### src/rtl/uart_rx_fifo_pkg.sv
// Shared constants and capture FSM encodings
// for the Uart receive-side FIFO.
package uart_rx_fifo_pkg;

  localparam int DATA_WIDTH_DEF = 8;
  localparam int DEPTH_LOG2_DEF = 3;

  typedef enum logic [1:0] {
    IDLE       = 2'd0,
    ACK        = 2'd1,
    WAIT_CLEAR = 2'd2
  } cap_state_t;

endpackage

### src/rtl/uart_rx_fifo_if.sv
// Uart read side plus consumer valid/ready
// bundle for uart_rx_fifo.
interface uart_rx_fifo_if
  import uart_rx_fifo_pkg::*;
#(
  parameter int DATA_WIDTH = DATA_WIDTH_DEF,
  parameter int DEPTH_LOG2 = DEPTH_LOG2_DEF
);

  logic                  uart_ready_i;
  logic [DATA_WIDTH-1:0] uart_data_i;
  logic                  uart_ack_o;
  logic [DATA_WIDTH-1:0] data_o;
  logic                  valid_o;
  logic                  ready_i;
  logic [DEPTH_LOG2:0]   count_o;
  logic                  overflow_o;
  logic                  clear_overflow_i;

  modport slave (
    input  uart_ready_i,
    input  uart_data_i,
    input  ready_i,
    input  clear_overflow_i,
    output uart_ack_o,
    output data_o,
    output valid_o,
    output count_o,
    output overflow_o
  );

  modport master (
    output uart_ready_i,
    output uart_data_i,
    output ready_i,
    output clear_overflow_i,
    input  uart_ack_o,
    input  data_o,
    input  valid_o,
    input  count_o,
    input  overflow_o
  );

endinterface

### src/rtl/uart_rx_fifo_sync_fifo.sv
// Generic circular FIFO: pointers, occupancy
// count and register-array storage.
module sync_fifo #(
  parameter int DW = 8,
  parameter int AW = 3
) (
  input  logic          clk,
  input  logic          rst,
  input  logic          push,
  input  logic [DW-1:0] wdata,
  input  logic          pop,
  output logic [DW-1:0] rdata,
  output logic [AW:0]   count,
  output logic          empty,
  output logic          push_ok
);

  localparam int DEPTH = 1 << AW;
  localparam logic [AW:0] CNT_FULL = (AW+1)'(DEPTH);

  logic [DW-1:0] mem [DEPTH];
  logic [AW-1:0] wptr;
  logic [AW-1:0] rptr;
  logic          full;
  logic          pop_ok;

  assign empty  = (count == '0);
  assign full   = (count == CNT_FULL);
  assign pop_ok = pop & ~empty;
  // a pop in the same cycle frees the slot a full push needs
  assign push_ok = push & (~full | pop_ok);
  assign rdata  = mem[rptr];

  always_ff @(posedge clk or posedge rst) begin
    if (rst) begin
      wptr  <= '0;
      rptr  <= '0;
      count <= '0;
    end else begin
      if (push_ok) wptr <= wptr + AW'(1);
      if (pop_ok)  rptr <= rptr + AW'(1);
      case ({push_ok, pop_ok})
        2'b10:   count <= count + (AW+1)'(1);
        2'b01:   count <= count - (AW+1)'(1);
        default: count <= count;
      endcase
    end
  end

  always_ff @(posedge clk) begin
    if (push_ok) mem[wptr] <= wdata;
  end

endmodule

### src/rtl/uart_rx_fifo.sv
// Captures Uart receive bytes with an ack
// handshake and buffers them for a consumer.
module uart_rx_fifo
  import uart_rx_fifo_pkg::*;
#(
  parameter int DATA_WIDTH = DATA_WIDTH_DEF,
  parameter int DEPTH_LOG2 = DEPTH_LOG2_DEF
) (
  input logic           clock_i,
  input logic           reset_i,
  uart_rx_fifo_if.slave bus
);

  cap_state_t state;
  cap_state_t state_next;
  logic       push_req;
  logic       push_ok;
  logic       empty;
  logic       ack_q;
  logic       ovf_q;

  always_ff @(posedge clock_i or posedge reset_i) begin
    if (reset_i) state <= IDLE;
    else         state <= state_next;
  end

  always_comb begin
    state_next = state;
    push_req   = 1'b0;
    unique case (state)
      IDLE: begin
        if (bus.uart_ready_i) begin
          push_req   = 1'b1;
          state_next = ACK;
        end
      end
      ACK:        state_next = WAIT_CLEAR;
      WAIT_CLEAR: if (!bus.uart_ready_i) state_next = IDLE;
      default:    state_next = IDLE;
    endcase
  end

  // ack is its own flop so it stays glitch-free toward the Uart
  always_ff @(posedge clock_i or posedge reset_i) begin
    if (reset_i) begin
      ack_q <= 1'b0;
      ovf_q <= 1'b0;
    end else begin
      ack_q <= (state_next == ACK);
      if (push_req && !push_ok)  ovf_q <= 1'b1;
      else if (bus.clear_overflow_i) ovf_q <= 1'b0;
    end
  end

  sync_fifo #(
    .DW (DATA_WIDTH),
    .AW (DEPTH_LOG2)
  ) u_fifo (
    .clk     (clock_i),
    .rst     (reset_i),
    .push    (push_req),
    .wdata   (bus.uart_data_i),
    .pop     (bus.ready_i),
    .rdata   (bus.data_o),
    .count   (bus.count_o),
    .empty   (empty),
    .push_ok (push_ok)
  );

  assign bus.valid_o    = ~empty;
  assign bus.uart_ack_o = ack_q;
  assign bus.overflow_o = ovf_q;

endmodule

### src/flat_wrapper.sv
// flat-port wrapper written by rule: the top's interface ports become plain ports
module uart_rx_fifo_flat import uart_rx_fifo_pkg::*;
#(
  parameter int DATA_WIDTH = DATA_WIDTH_DEF,
  parameter int DEPTH_LOG2 = DEPTH_LOG2_DEF
)
  (clock_i, reset_i, bus_uart_ready_i, bus_uart_data_i, bus_ready_i, bus_clear_overflow_i, bus_uart_ack_o, bus_data_o, bus_valid_o, bus_count_o, bus_overflow_o);
  uart_rx_fifo_if #(.DATA_WIDTH(DATA_WIDTH), .DEPTH_LOG2(DEPTH_LOG2)) bus_i ();
  input logic clock_i;
  input logic reset_i;
  input wire logic [$bits(bus_i.uart_ready_i)-1:0] bus_uart_ready_i;
  input wire logic [$bits(bus_i.uart_data_i)-1:0] bus_uart_data_i;
  input wire logic [$bits(bus_i.ready_i)-1:0] bus_ready_i;
  input wire logic [$bits(bus_i.clear_overflow_i)-1:0] bus_clear_overflow_i;
  output wire logic [$bits(bus_i.uart_ack_o)-1:0] bus_uart_ack_o;
  output wire logic [$bits(bus_i.data_o)-1:0] bus_data_o;
  output wire logic [$bits(bus_i.valid_o)-1:0] bus_valid_o;
  output wire logic [$bits(bus_i.count_o)-1:0] bus_count_o;
  output wire logic [$bits(bus_i.overflow_o)-1:0] bus_overflow_o;
  assign bus_i.uart_ready_i = bus_uart_ready_i;
  assign bus_i.uart_data_i = bus_uart_data_i;
  assign bus_i.ready_i = bus_ready_i;
  assign bus_i.clear_overflow_i = bus_clear_overflow_i;
  assign bus_uart_ack_o = bus_i.uart_ack_o;
  assign bus_data_o = bus_i.data_o;
  assign bus_valid_o = bus_i.valid_o;
  assign bus_count_o = bus_i.count_o;
  assign bus_overflow_o = bus_i.overflow_o;
  uart_rx_fifo #(.DATA_WIDTH(DATA_WIDTH), .DEPTH_LOG2(DEPTH_LOG2)) u_core (.clock_i(clock_i), .reset_i(reset_i), .bus(bus_i));
endmodule
### config.mk
export PLATFORM = sky130hd
export DESIGN_NAME = uart_rx_fifo_flat
export DESIGN_NICKNAME = d
export VERILOG_FILES = /design/src/rtl/uart_rx_fifo_pkg.sv /design/src/rtl/uart_rx_fifo_if.sv /design/src/rtl/uart_rx_fifo_sync_fifo.sv /design/src/rtl/uart_rx_fifo.sv /design/src/flat_wrapper.sv
export SDC_FILE = /design/constraint.sdc
export NUM_CORES = 1
export LEC_CHECK = 0
export ABC_AREA = 0
export CAP_MARGIN = 20
export CORE_ASPECT_RATIO = 1.2
export CORE_UTILIZATION = 40
export DETAILED_ROUTE_END_ITERATION = 12
export GPL_TIMING_DRIVEN = 0
export PLACE_DENSITY_LB_ADDON = 0.12
export SLEW_MARGIN = 20
export SYNTH_ARGS = -nofsm -noshare
export SYNTH_HDL_FRONTEND = slang
export SYNTH_SLANG_ARGS = --single-unit
### constraint.sdc
create_clock -name clock_i -period 2.68 [get_ports clock_i]
set_input_delay 0.536 -clock clock_i [delete_from_list [all_inputs] [get_ports clock_i]]
set_output_delay 0.536 -clock clock_i [all_outputs]
set_load 0.1 [all_outputs]
======== Word-level counts from Yosys, hierarchy flattened ========
Memory sizes are Yosys's and may differ from the RTL's.
Cells that the tools add are included.
operators by class
  reductions and logical operators ........ 6
  add/sub/neg operators ................... 4
  mux-type cells .......................... 10
  eq/ne operators ......................... 6
  bitwise gates (word level) .............. 5
operators with widths
  operator                                                               count
  4-bit one-hot mux with 2 select lines                                  1
  3-bit by 1-bit adder with 3-bit output, second input constant          2
  2-bit by 1-bit equality test with 1-bit output, second input constant  3
  1-bit 2-to-1 mux                                                       6
  2-bit one-hot mux with 3 select lines                                  1
  4-bit by 1-bit adder with 4-bit output, second input constant          1
  2-bit equality test, second input constant                             2
  4-bit equality test, second input constant                             1
  4-bit zero test                                                        1
  2-bit 2-to-1 mux                                                       2
  2-bit nonzero test                                                     2
  4-bit by 1-bit subtractor with 4-bit output, second input constant     1
  1-bit AND                                                              2
  2-bit zero test                                                        1
  1-bit inverter                                                         2
  1-bit logical AND                                                      1
  1-bit zero test                                                        1
  1-bit bitwise OR                                                       1
storage, ports and cells
  word-level logic and storage cells ...... 38
  register bits after elaboration ......... 14
  memories ................................ 1
  input bits .............................. 13
  output and inout port bits .............. 15
  memory bits (writable) .................. 64
memory list
  memory             depth  bits a word  rd ports  clocked after memory_dff  wr ports  line                          text
  u_core.u_fifo.mem  8      8            1         0                         1         uart_rx_fifo_sync_fifo.sv:21  logic [DW-1:0] mem [DEPTH];

======== Depth between registers and ports, before layout ========
Gate-level depths: netlist of run 1.
  word-level depth ........................ 8
  mapped depth ............................ 8
  depth with buffers taken out ............ 8

======== By module ========
A second synthesis of run 1 with hierarchy kept.
unflattened totals
  cells, all modules ...................... 177
  area total of the unflattened synthesis .. 3314.4 um2
modules (own cells, without submodules)
  module        sequential area each (um2)  times used  cells each  area each (um2)
  sync_fifo     2172.1                      1           162         3146.8
  uart_rx_fifo  100.1                       1           15          167.7

======== Least setup slack after synthesis of run 1 ========
No wires, ideal clock.
  path kind ............................... register -> register
  start point ............................. register u_core.u_fifo.count[0]
  end point ............................... memory u_core.u_fifo.mem[0][0], enable pin
  required time ........................... 2285 ps
  data arrival time ....................... 2292 ps
  library setup time ...................... 395 ps
  setup slack ............................. -7 ps
  clock period less this slack ............ 2687 ps
  stages on the path, launching flop included .. 5
  path buffers ............................ 0
  cell sequence ........................... dfrtp_1 -> nor3_2 -> nand3_1 -> nand2_1 -> nor4_1
between the ends
  longest elaborated chain between the ends .. 7
  elaborated cells between the ends (all ways) .. 9
  classes of those cells .................. 1 x eq/ne; 2 x mux; 5 x bitwise; 1 x reduce/logical
RTL lines
  element                                   line                          text
  start, declared                           uart_rx_fifo_sync_fifo.sv:13  output logic [AW:0] count,
  start signal, assigned                    uart_rx_fifo_sync_fifo.sv:43  2'b10: count <= count + (AW+1)'(1);
  start signal, assigned                    uart_rx_fifo_sync_fifo.sv:44  2'b01: count <= count - (AW+1)'(1);
  start signal, assigned                    uart_rx_fifo_sync_fifo.sv:45  default: count <= count;
  4-bit zero test                           uart_rx_fifo_sync_fifo.sv:27  assign empty = (count == '0);
  1-bit inverter                            uart_rx_fifo_sync_fifo.sv:29  assign pop_ok = pop & ~empty;
  1-bit AND                                 uart_rx_fifo_sync_fifo.sv:29
  1-bit bitwise OR *                        uart_rx_fifo_sync_fifo.sv:31  assign push_ok = push & (~full | pop_ok);
  1-bit AND *                               uart_rx_fifo_sync_fifo.sv:31
  1-bit 2-to-1 mux *                        uart_rx_fifo_sync_fifo.sv:51  if (push_ok) mem[wptr] <= wdata;
  1-bit 2-to-1 mux (implied by the code) *  uart_rx_fifo_sync_fifo.sv:51
  end, declared                             uart_rx_fifo_sync_fifo.sv:21
Mark *: on every way between the ends. The rest lies on a longest branch, timed or not.

======== Final worst setup path of run 1 ========
  start point ............................. register u_core.u_fifo.rptr[0]
  end point ............................... output bus_data_o[5]
between the ends
  longest elaborated chain between the ends .. 1
RTL lines
  element                 line                          text
  start, declared         uart_rx_fifo_sync_fifo.sv:23  logic [AW-1:0] rptr;
  start signal, assigned  uart_rx_fifo_sync_fifo.sv:41  if (pop_ok) rptr <= rptr + AW'(1);
  memory read 8 x 8 bit   -
  end, declared           flat_wrapper.sv:16            output wire logic [$bits(bus_i.data_o)-1:0] bus_data_o;
Every way passes these cells.

==> reports/results.md, run 1 <==
Timing
* final worst path period share: 0.968
* number of pins with negative max-slew slack in the final report: 0
* minimum period implied by the final worst setup slack: 2.60 ns
* setup repair after global routing missed its margin: no
* final count of negative-setup-slack endpoints: 0
* actual transition at the worst max-transition pin: 0.968 ns
* Max Clock Freq: 0.385 GHz
* setup clock skew after layout: 0.0137 ns
* final hold violation count: 0
* max-slew headroom at the worst pin: 0.352

Yosys
* number of distinct standard cells referenced by the synthesized netlist: 34
* dominant cell type by area after synthesis: sky130_fd_sc_hd__edfxtp_1
* number of enable flip-flop cells after synthesis: 64
* FF+latch count, synth: 78
* number of instances in the synthesized netlist: 163
* dominant cell by count in the synthesized netlist: sky130_fd_sc_hd__edfxtp_1
* Synth Cell Area: 3180 sq um
* largest cells by area after synthesis: sky130_fd_sc_hd__edfxtp_1 (61%), sky130_fd_sc_hd__mux4_2 (11%), sky130_fd_sc_hd__dfrtp_1 (11%), sky130_fd_sc_hd__mux2_2 (3.5%), sky130_fd_sc_hd__ha_1 (1.6%)
* net count after synthesis: 181
* most common flop cell mapped by yosys: sky130_fd_sc_hd__edfxtp_1
* Yosys top cell area share: 0.605
* sequential area share after synthesis: 0.716
* average cell area after synthesis: 19.5 sq um
* yosys warns: 0
* share of synthesized registers carrying an async set or reset: 0.179
* commonest cells in the synthesized netlist: sky130_fd_sc_hd__edfxtp_1 (64), sky130_fd_sc_hd__mux4_2 (16), sky130_fd_sc_hd__dfrtp_1 (14)

GRT
* Overall Global Routing Usage: 0.160
* maximum number of pins on one net before global-route repair: 15
* GRT overflow: 0
* antenna violations before repair: 0
* number of global-route vias before repair: 1719
* wire length of the first global-routing pass: 9600 um

Routing
* Detailed Route Iter0 Violations: 99
* 1st-pass router iterations: 4
* number of remaining DRC errors: 0
* vias per cell: 5.20
* number of vias in the routed layout: 1577
* DRT Wirelength: 5970 um
* DR WL/cell: 19.7 um
* number of nets still failing antenna checks after routing: 0

Clock network
* H-tree levels: 3
* Skew-Pair Late Insertion Delay: 0.34 ns
* number of buffers added to fix hold violations after cts: 0
* clk buf depth: 2
* root buffer cell: sky130_fd_sc_hd__clkbuf_8
* CTS Buf Count: 9
* TritonCTS clock tree: built
* Reg clk slew, reported paths: 0.08 ns
* Sinks on Clock Net: 78

Critical path
* slowest cell delay on critical path: 0.49 ns
* crit path DAT: 2.06 ns
* Critical Path, Cell by Cell: buf_12 > buf_12 > mux4_2 > mux2_2 > buf_4
* startpoint kind of the worst setup timing path: flip-flop
* Setup crit end kind: output pin
* endpoint required time on the critical path: 2.14 ns
* end of the worst register-to-register path: u_core.u_fifo.count[3]
* critical path start-end classification: reg -> out
* CP most frequent cell: sky130_fd_sc_hd__buf_12
* maximum fanout along the worst path: 10
* r2r startpoint: u_core.u_fifo.count[2]
* CP max stage cell: sky130_fd_sc_hd__mux4_2
* cell depth of the worst flop-to-flop path: 7
* worst-case register-to-register setup slack: 0.41 ns

Floorplan
* number of cell rows: 35
* Vert. Die Dim: 99.6 um
* Initial Util: 0.414
* overall die area: 8300 sq um
* core footprint: 7660 sq um
* die width: 83.3 um
* Boundary Pins: 28

Worst hold path
* worst hold path class: reg -> reg
* worst hold path startpoint: u_core.state[1]
* hold path depth: 1
* sink of the worst hold path: u_core.state[1]

Placed design
* post-detail-place hpwl: 3980 um
* placed insts: 286
* global placer's final weighted congestion: 0.663
* Port Buffers: 27

Finish
* antenna diode count: 0
* number of nets at the end of the flow: 224
* share of cells above drive strength 1: 0.322
* Syn-to-layout area delta: 21.4%
* number of standard cells in the layout, taps in and fillers out: 303

Status
* status: finished clean

Flow run
* max-cap check violation count: 0

[state kept, by name, indices dropped and copies added (netlist names)]
register,flops
u_core.bus.overflow_o,1
u_core.bus.uart_ack_o,1
u_core.state,2
u_core.u_fifo.mem,64
u_core.u_fifo.wptr,3
u_core.u_fifo.count,4
u_core.u_fifo.rptr,3
[per-layer routing]
metal / vias to the layer above / part of all wire / track usage
met5: - / 0 / 0
met3: 8 / 0.034 / 0.0340
met4: 0 / 0.017 / 0.0756
li1: 724 / - / -
met2: 32 / 0.52 / 0.274
met1: 813 / 0.43 / 0.194
[cell families after synthesis]
logic type	after synthesis	share of synthesized area
compound gates	8	0.0280
xor+xnor	7	0.0193
fa+ha+maj	5	0.0221
buf+inv	14	0.0197
flops	78	0.716
mux	28	0.156
simple gates	23	0.0398
[metrics by stage]
| step | TNS [ns] | instance area, sq um | hold WS [ns] | setup slack, ns | util |
|---|---|---|---|---|---|
| global placement | -38.10 | 3570 | 0.478 | -0.824 | 0.465 |
| CTS | 0 | 3820 | 0.513 | 0.00338 | 0.499 |
| detailed placement | -16.98 | 3630 | 0.504 | -0.792 | 0.473 |
| finish | 0 | 3860 | 0.512 | 0.0849 | 0.503 |
| global route | 0 | 3860 | 0.523 | 0.000700 | 0.503 |
| floorplan | 0 | 3180 | 0.425 | 0.0589 | - |
[layout make-up]
| cell class | instances | area [sq um] |
|---|---|---|
| inverter | 9 | 33.8 |
| tap | 92 | 115 |
| clock buffer | 14 | 153 |
| fill | 609 | 3810 |
| sequential | 78 | 2270 |
| multi-input combinational | 71 | 883 |
| buffer | 5 | 56.3 |
| clock inverter | 2 | 33.8 |
| timing repair buffer | 32 | 309 |
[placed cells by master, fill, tap and decap left out, drive strengths merged, types with 2 or more instances in the layout]
| cell type | n |
|---|---|
| nand2 | 4 |
| mux2 | 11 |
| xnor2 | 5 |
| inv | 9 |
| xor2 | 2 |
| clkdlybuf4s50 | 18 |
| a21oi | 2 |
| buf | 18 |
| nand2b | 3 |
| dfrtp | 14 |
| mux4 | 16 |
| nor2 | 4 |
| nand3 | 3 |
| nor3 | 5 |
| ha | 4 |
| edfxtp | 64 |
| clkbuf | 14 |
[worst max-delay path by stage]
| stage | from | endpoint | cells after the start |
|---|---|---|---|
| detailed placement | u_core.u_fifo.rptr[1] | bus_data_o[6] | 5 |
| CTS | u_core.u_fifo.rptr[0] | bus_data_o[3] | 5 |
| finish | u_core.u_fifo.rptr[0] | bus_data_o[5] | 5 |
| floorplan | u_core.u_fifo.count[0] | u_core.u_fifo.mem[1][0] | 4 |
| global placement | bus_uart_ready_i | u_core.u_fifo.mem[1][7] | 5 |
| global route | u_core.u_fifo.rptr[0] | bus_data_o[4] | 5 |
[critical path: cells and delay by family (launching register included)]
family	cells	cell delay, ns
buf+inv	3	0.55
flops	1	0.40
mux	2	0.76
[timing repair]
item                                    4_1_cts  5_1_grt
endpoints found under the setup margin       18        8
gates resized for setup                      59        8
buffers inserted                              0        1
Power of run 1 is not shown: default switching activity piles up to over one toggle a cycle in this logic, so the estimate is an artifact.
==> inputs of run 2 (changes only) <==
REMOVE_ABC_BUFFERS = 1   (was default)
==> run 2 against run 1 <==
- critical path depth is 4 lower
- register-to-register slack worse by 0.03 ns
- wire length is 0.49% lower
- clock skew is 0.0031 ns lower
- sequential cell count stayed put
- largest cell class unchanged
- highest routed layer unchanged
==> reports/results.md, run 2 (synthesis gave the netlist of run 1 again) <==
Clock network
* Reg clk slew, reported paths: 0.07 ns, about the same
* clk buf depth: 2, unchanged
* CTS Buf Count: 9, unchanged
* Skew-Pair Late Insertion Delay: 0.34 ns, about the same
* TritonCTS clock tree: built
* Sinks on Clock Net: 78, unchanged
* H-tree levels: 3, unchanged
* root buffer cell: sky130_fd_sc_hd__clkbuf_8

Placed design
* Port Buffers: 27, unchanged
* post-detail-place hpwl: 3870 um, -2.8%
* global placer's final weighted congestion: 0.716, +8.0%
* area after detailed placement: 3600 sq um, -0.79%
* placed insts: 282, -1.4%

Critical path
* endpoint required time on the critical path: 2.14 ns, about the same
* slowest cell delay on critical path: 1.20 ns, +0.71 ns
* Buffers & Inverters on Critical Path: 1, -2
* Setup crit end kind: output pin
* family of cells with the greatest summed delay on the critical path: buffers and inverters
* CP max stage cell: sky130_fd_sc_hd__clkdlybuf4s50_1
* maximum fanout along the worst path: 6, -4
* critical path start-end classification: reg -> out
* crit path DAT: 2.06 ns, about the same
* startpoint kind of the worst setup timing path: flip-flop
* Critical Path, Cell by Cell: clkdlybuf4s50_1

Routing
* detailed route wirelength on metal2: 3120 um, about the same
* number of vias in the routed layout: 1566, -0.70%
* number of nets still failing antenna checks after routing: 0, unchanged
* DR WL/cell: 19.7 um, +0.18%
* metal3 WL: 192 um, -6.3%
* DRT Wirelength: 5940 um, -0.49%
* number of remaining DRC errors: 0, unchanged
* vias per cell: 5.20, about the same
* 1st-pass router iterations: 4, unchanged
* Met1 Routed Length: 2500 um, -1.8%
* highest metal layer with signal wires: met4
* Detailed Route Iter0 Violations: 104, +5.1%

Finish
* multi-input combinational cell area: 875 sq um, -0.99%
* leading cell type in the layout, fill and taps excluded: sky130_fd_sc_hd__edfxtp_1
* number of flip-flops in the largest register: 64, unchanged
* largest reg by FF count: u_core.u_fifo.mem
* number of standard cells in the layout, taps in and fillers out: 301, -0.66%
* fill cell instance count of the final layout: 623, +2.3%
* Layout Utilization: 0.498, -0.00506
* commonest non-fill, non-tap cells in the layout: sky130_fd_sc_hd__edfxtp_1 (64), sky130_fd_sc_hd__clkdlybuf4s50_1 (18), sky130_fd_sc_hd__mux4_2 (16), sky130_fd_sc_hd__buf_4 (12), sky130_fd_sc_hd__dfrtp_1 (12)
* final instance area: 3820 sq um, -1.0%
* number of nets at the end of the flow: 222, -0.89%
* share of cells above drive strength 1: 0.344, +0.0222
* Syn-to-layout area delta: 20.2%
* antenna diode count: 0, unchanged
* largest registers: u_core.u_fifo.mem x64, u_core.u_fifo.count x4
* footprint of the flip-flops and latches: 2280 sq um, +0.33%

Timing
* final hold violation count: 0, unchanged
* minimum period implied by the final worst setup slack: 2.59 ns, -0.000118 ns
* setup repair after global routing missed its margin: no
* final count of negative-setup-slack endpoints: 0, unchanged
* Max Clock Freq: 0.385 GHz, about the same
* max-slew headroom at the worst pin: 0.343, -0.00941
* actual transition at the worst max-transition pin: 0.982 ns, +0.0141 ns
* number of pins with negative max-slew slack in the final report: 0, unchanged
* final worst path period share: 0.968, about the same
* setup clock skew after layout: 0.0106 ns, -0.00308 ns

Status
* status: finished clean

Flow run
* max-cap check violation count: 0, unchanged

Floorplan
* overall die area: 8300 sq um, unchanged
* die width: 83.3 um, unchanged
* number of cell rows: 35, unchanged
* Boundary Pins: 28, unchanged
* core footprint: 7660 sq um, unchanged
* Vert. Die Dim: 99.6 um, unchanged
* Initial Util: 0.414, unchanged

Worst hold path
* worst hold path class: reg -> reg

GRT
* GRT overflow: 0, unchanged
* wire length of the first global-routing pass: 9620 um, +0.15%
* maximum number of pins on one net before global-route repair: 19, +4
* Overall Global Routing Usage: 0.160, about the same
* antenna violations before repair: 0, unchanged
* number of global-route vias before repair: 1740, +1.2%

-- run 2: timing repair --
action | CTS | global route
gates resized for setup | 48 | 5
endpoints found under the setup margin | 9 | 31
hold buffers | 0 | 0
cloned | 0 | 0
setup buffers | 2 | 1
-- run 2: path summary, 6_finish.rpt --
path	from	to	slack, ns	depth (start not counted)
worst min-delay path	u_core.state[1]	u_core.state[1]	0.51	1
worst max-delay path	u_core.u_fifo.count[0]	bus_count_o[0]	0.09	1
worst min register to register	u_core.state[1]	u_core.state[1]	0.51	1
min in group asynchronous	reset_i	u_core.bus.overflow_o	0.55	2
worst max register to register	u_core.u_fifo.count[2]	u_core.u_fifo.count[3]	0.38	7
max in group asynchronous	reset_i	u_core.u_fifo.rptr[0]	1.71	2
-- run 2: routing by layer --
layer / global-route usage / vias up
met5: 0 / -
met4: 0.0849 / 0
met3: 0.0357 / 9
met2: 0.265 / 30
met1: 0.197 / 800
li1: - / 727
-- run 2: cell type report --
cell class / count / area share
Inverter: 9 / 0.00885
Clock inverter: 6 / 0.0164
Clock buffer: 10 / 0.0334
Timing Repair Buffer: 35 / 0.0849
Tap cell: 92 / 0.0302
Multi-Input combinational cell: 71 / 0.229
Sequential cell: 78 / 0.597
-- run 2: per-stage QoR --
stage	setup WS (ns)	TNS, ns	hold WS (ns)
3_3_place_gp	-1.04	-41.74	0.478
2_1_floorplan	-0.00661	-0.0529	0.425
5_1_grt	0.00309	0	0.516
3_5_place_dp	-0.495	-13.59	0.495
6_report	0.0850	0	0.506
4_1_cts	-0.0150	-0.0150	0.509
Power of run 2 is left out for the same reason.
==> inputs of run 3 (changes only) <==
clock period = 3 ns   (was 2.68 ns; I/O delays follow)
==> run 3 against run 2 <==
- clock skew is 0.00068 ns lower
- sequential share of layout area is 0.15 points higher
- sequential cell count unchanged
- first-iteration DRC count rose by 20%
- final cell count down 1.0%
- critical path depth increased by 2
- non-clock buffer count is 3 lower
- setup slack better by 0.011 ns
- critical path type unchanged
==> reports/results.md, run 3 (synthesis gave the netlist of run 1 again) <==
Status
* status: finished clean

Critical path
* crit path DAT: 2.30 ns, +0.24 ns
* Setup crit end kind: output pin
* end of the worst register-to-register path: u_core.u_fifo.mem[5][0]
* r2r startpoint: u_core.state[1]
* maximum fanout along the worst path: 18, +12
* startpoint kind of the worst setup timing path: flip-flop
* cell depth of the worst flop-to-flop path: 4, -3
* critical path start-end classification: reg -> out
* endpoint required time on the critical path: 2.40 ns, +0.26 ns
* worst-case register-to-register setup slack: 0.63 ns, +0.25 ns

Floorplan
* number of cell rows: 35, unchanged
* die width: 83.3 um, unchanged
* core footprint: 7660 sq um, unchanged
* Boundary Pins: 28, unchanged
* Vert. Die Dim: 99.6 um, unchanged
* overall die area: 8300 sq um, unchanged
* Initial Util: 0.414, unchanged

Finish
* number of flip-flops in the largest register: 64, unchanged
* share of cells above drive strength 1: 0.320, -0.0241
* number of standard cells in the layout, taps in and fillers out: 298, -1.0%
* number of nets at the end of the flow: 219, -1.4%
* final instance area: 3800 sq um, -0.36%
* largest reg by FF count: u_core.u_fifo.mem
* fill cell instance count of the final layout: 623, unchanged
* commonest non-fill, non-tap cells in the layout: sky130_fd_sc_hd__edfxtp_1 (64), sky130_fd_sc_hd__clkdlybuf4s50_1 (18), sky130_fd_sc_hd__mux4_2 (16), sky130_fd_sc_hd__dfrtp_1 (12), sky130_fd_sc_hd__mux2_2 (10)
* antenna diode count: 0, unchanged
* Syn-to-layout area delta: 19.8%
* largest registers: u_core.u_fifo.mem x64, u_core.u_fifo.count x4
* leading cell type in the layout, fill and taps excluded: sky130_fd_sc_hd__edfxtp_1

Clock network
* Reg clk slew, reported paths: 0.07 ns, about the same
* Sinks on Clock Net: 78, unchanged
* number of buffers added to fix hold violations after cts: 0, unchanged
* CTS Buf Count: 9, unchanged
* clk buf depth: 2, unchanged
* Skew-Pair Late Insertion Delay: 0.34 ns, about the same
* H-tree levels: 3, unchanged
* TritonCTS clock tree: built
* post-CTS setup repair buffer count: 0, -2
* root buffer cell: sky130_fd_sc_hd__clkbuf_8

Worst hold path
* worst hold path class: reg -> reg
* worst hold path startpoint: u_core.state[1]
* sink of the worst hold path: u_core.state[1]
* hold path depth: 1, unchanged

GRT
* Overall Global Routing Usage: 0.157, -0.00328
* wire length of the first global-routing pass: 9450 um, -1.8%
* maximum number of pins on one net before global-route repair: 19, unchanged
* number of global-route vias before repair: 1718, -1.3%
* GRT overflow: 0, unchanged
* antenna violations before repair: 0, unchanged

Timing
* actual transition at the worst max-transition pin: 0.982 ns, -0.0000317 ns
* number of pins with negative max-slew slack in the final report: 0, unchanged
* setup clock skew after layout: 0.00997 ns, -0.000678 ns
* final count of negative-setup-slack endpoints: 0, unchanged
* Max Clock Freq: 0.344 GHz
* final hold violation count: 0, unchanged
* minimum period implied by the final worst setup slack: 2.90 ns
* Post-Route Setup TNS: 0 ns, unchanged
* final worst path period share: 0.968
* max-slew headroom at the worst pin: 0.343, about the same
* setup repair after global routing missed its margin: yes

Routing
* 1st-pass router iterations: 4, unchanged
* number of vias in the routed layout: 1558, -0.51%
* vias per cell: 5.23, +0.49%
* DRT Wirelength: 5770 um, -2.9%
* Detailed Route Iter0 Violations: 125, +20%
* number of remaining DRC errors: 0, unchanged
* number of nets still failing antenna checks after routing: 0, unchanged
* DR WL/cell: 19.3 um, -2.0%

Flow run
* max-cap check violation count: 0, unchanged

Placed design
* area after detailed placement: 3600 sq um, unchanged
* placed insts: 282, unchanged
* post-detail-place hpwl: 3870 um, unchanged
* global placer's final weighted congestion: 0.716, unchanged
* Port Buffers: 27, unchanged

-- run 3: cell count changes in the layout (fill, tap and decap cells not counted), moves of 2 or more --
cell | previous run | this run
sky130_fd_sc_hd__nor2_2 | 4 | 1
sky130_fd_sc_hd__nor2_1 | 0 | 3
sky130_fd_sc_hd__buf_4 | 12 | 5
sky130_fd_sc_hd__clkdlybuf4s15_2 | 0 | 8
sky130_fd_sc_hd__buf_2 | 2 | 0
-- run 3: worst max-delay path by stage --
stage | start | to | slack (ns)
detailed placement | u_core.u_fifo.rptr[0] | bus_data_o[5] | -0.24
global route | u_core.u_fifo.rptr[0] | bus_data_o[7] | -0.008
floorplan | u_core.u_fifo.count[0] | u_core.u_fifo.mem[0][0] | 0.31
global placement | bus_uart_ready_i | u_core.u_fifo.mem[0][2] | -0.78
CTS | u_core.u_fifo.rptr[0] | bus_data_o[5] | 0.05
finish | u_core.u_fifo.rptr[0] | bus_data_o[5] | 0.1
-- run 3: area by class of cell --
| class | count | area, sq um | share of cell area |
|---|---|---|---|
| flip-flops and latches | 78 | 2280 | 0.599 |
| well taps | 92 | 115 | 0.0303 |
| repair buffers | 32 | 320 | 0.0842 |
| clock inverters | 6 | 62.6 | 0.0164 |
| multi-input cells | 71 | 867 | 0.228 |
| inverters | 9 | 33.8 | 0.00888 |
| clock buffers | 10 | 128 | 0.0336 |
-- run 3: stage by stage --
stage	hold slack [ns]	util	worst slack [ns]
6_report	0.506	0.496	0.0958
4_1_cts	0.509	0.496	0.0472
5_1_grt	0.516	0.496	-0.00779
2_1_floorplan	0.458	-	0.313
3_3_place_gp	0.478	0.461	-0.784
3_5_place_dp	0.495	0.469	-0.239
-- run 3: metal layers --
| metal | track usage | wire length (um) | vias up |
|---|---|---|---|
| li1 | - | - | 719 |
| met1 | 0.195 | 2460 | 800 |
| met2 | 0.260 | 3020 | 32 |
| met3 | 0.0357 | 188 | 7 |
| met4 | 0.0782 | 95 | 0 |
| met5 | 0 | 0 | - |
-- run 3: repair_timing --
action | CTS | global route
setup endpoints to repair | 8 | 6
endpoints found under the hold margin | 0 | 0
gates resized for setup | 26 | 1
-- run 3: worst max-delay path: stages (launching register included) --
cell and delay, ns:
sky130_fd_sc_hd__dfrtp_4 0.67, sky130_fd_sc_hd__mux4_2 0.56, sky130_fd_sc_hd__mux2_2 0.27, sky130_fd_sc_hd__clkdlybuf4s15_2 0.46
Power of run 3 is left out for the same reason.
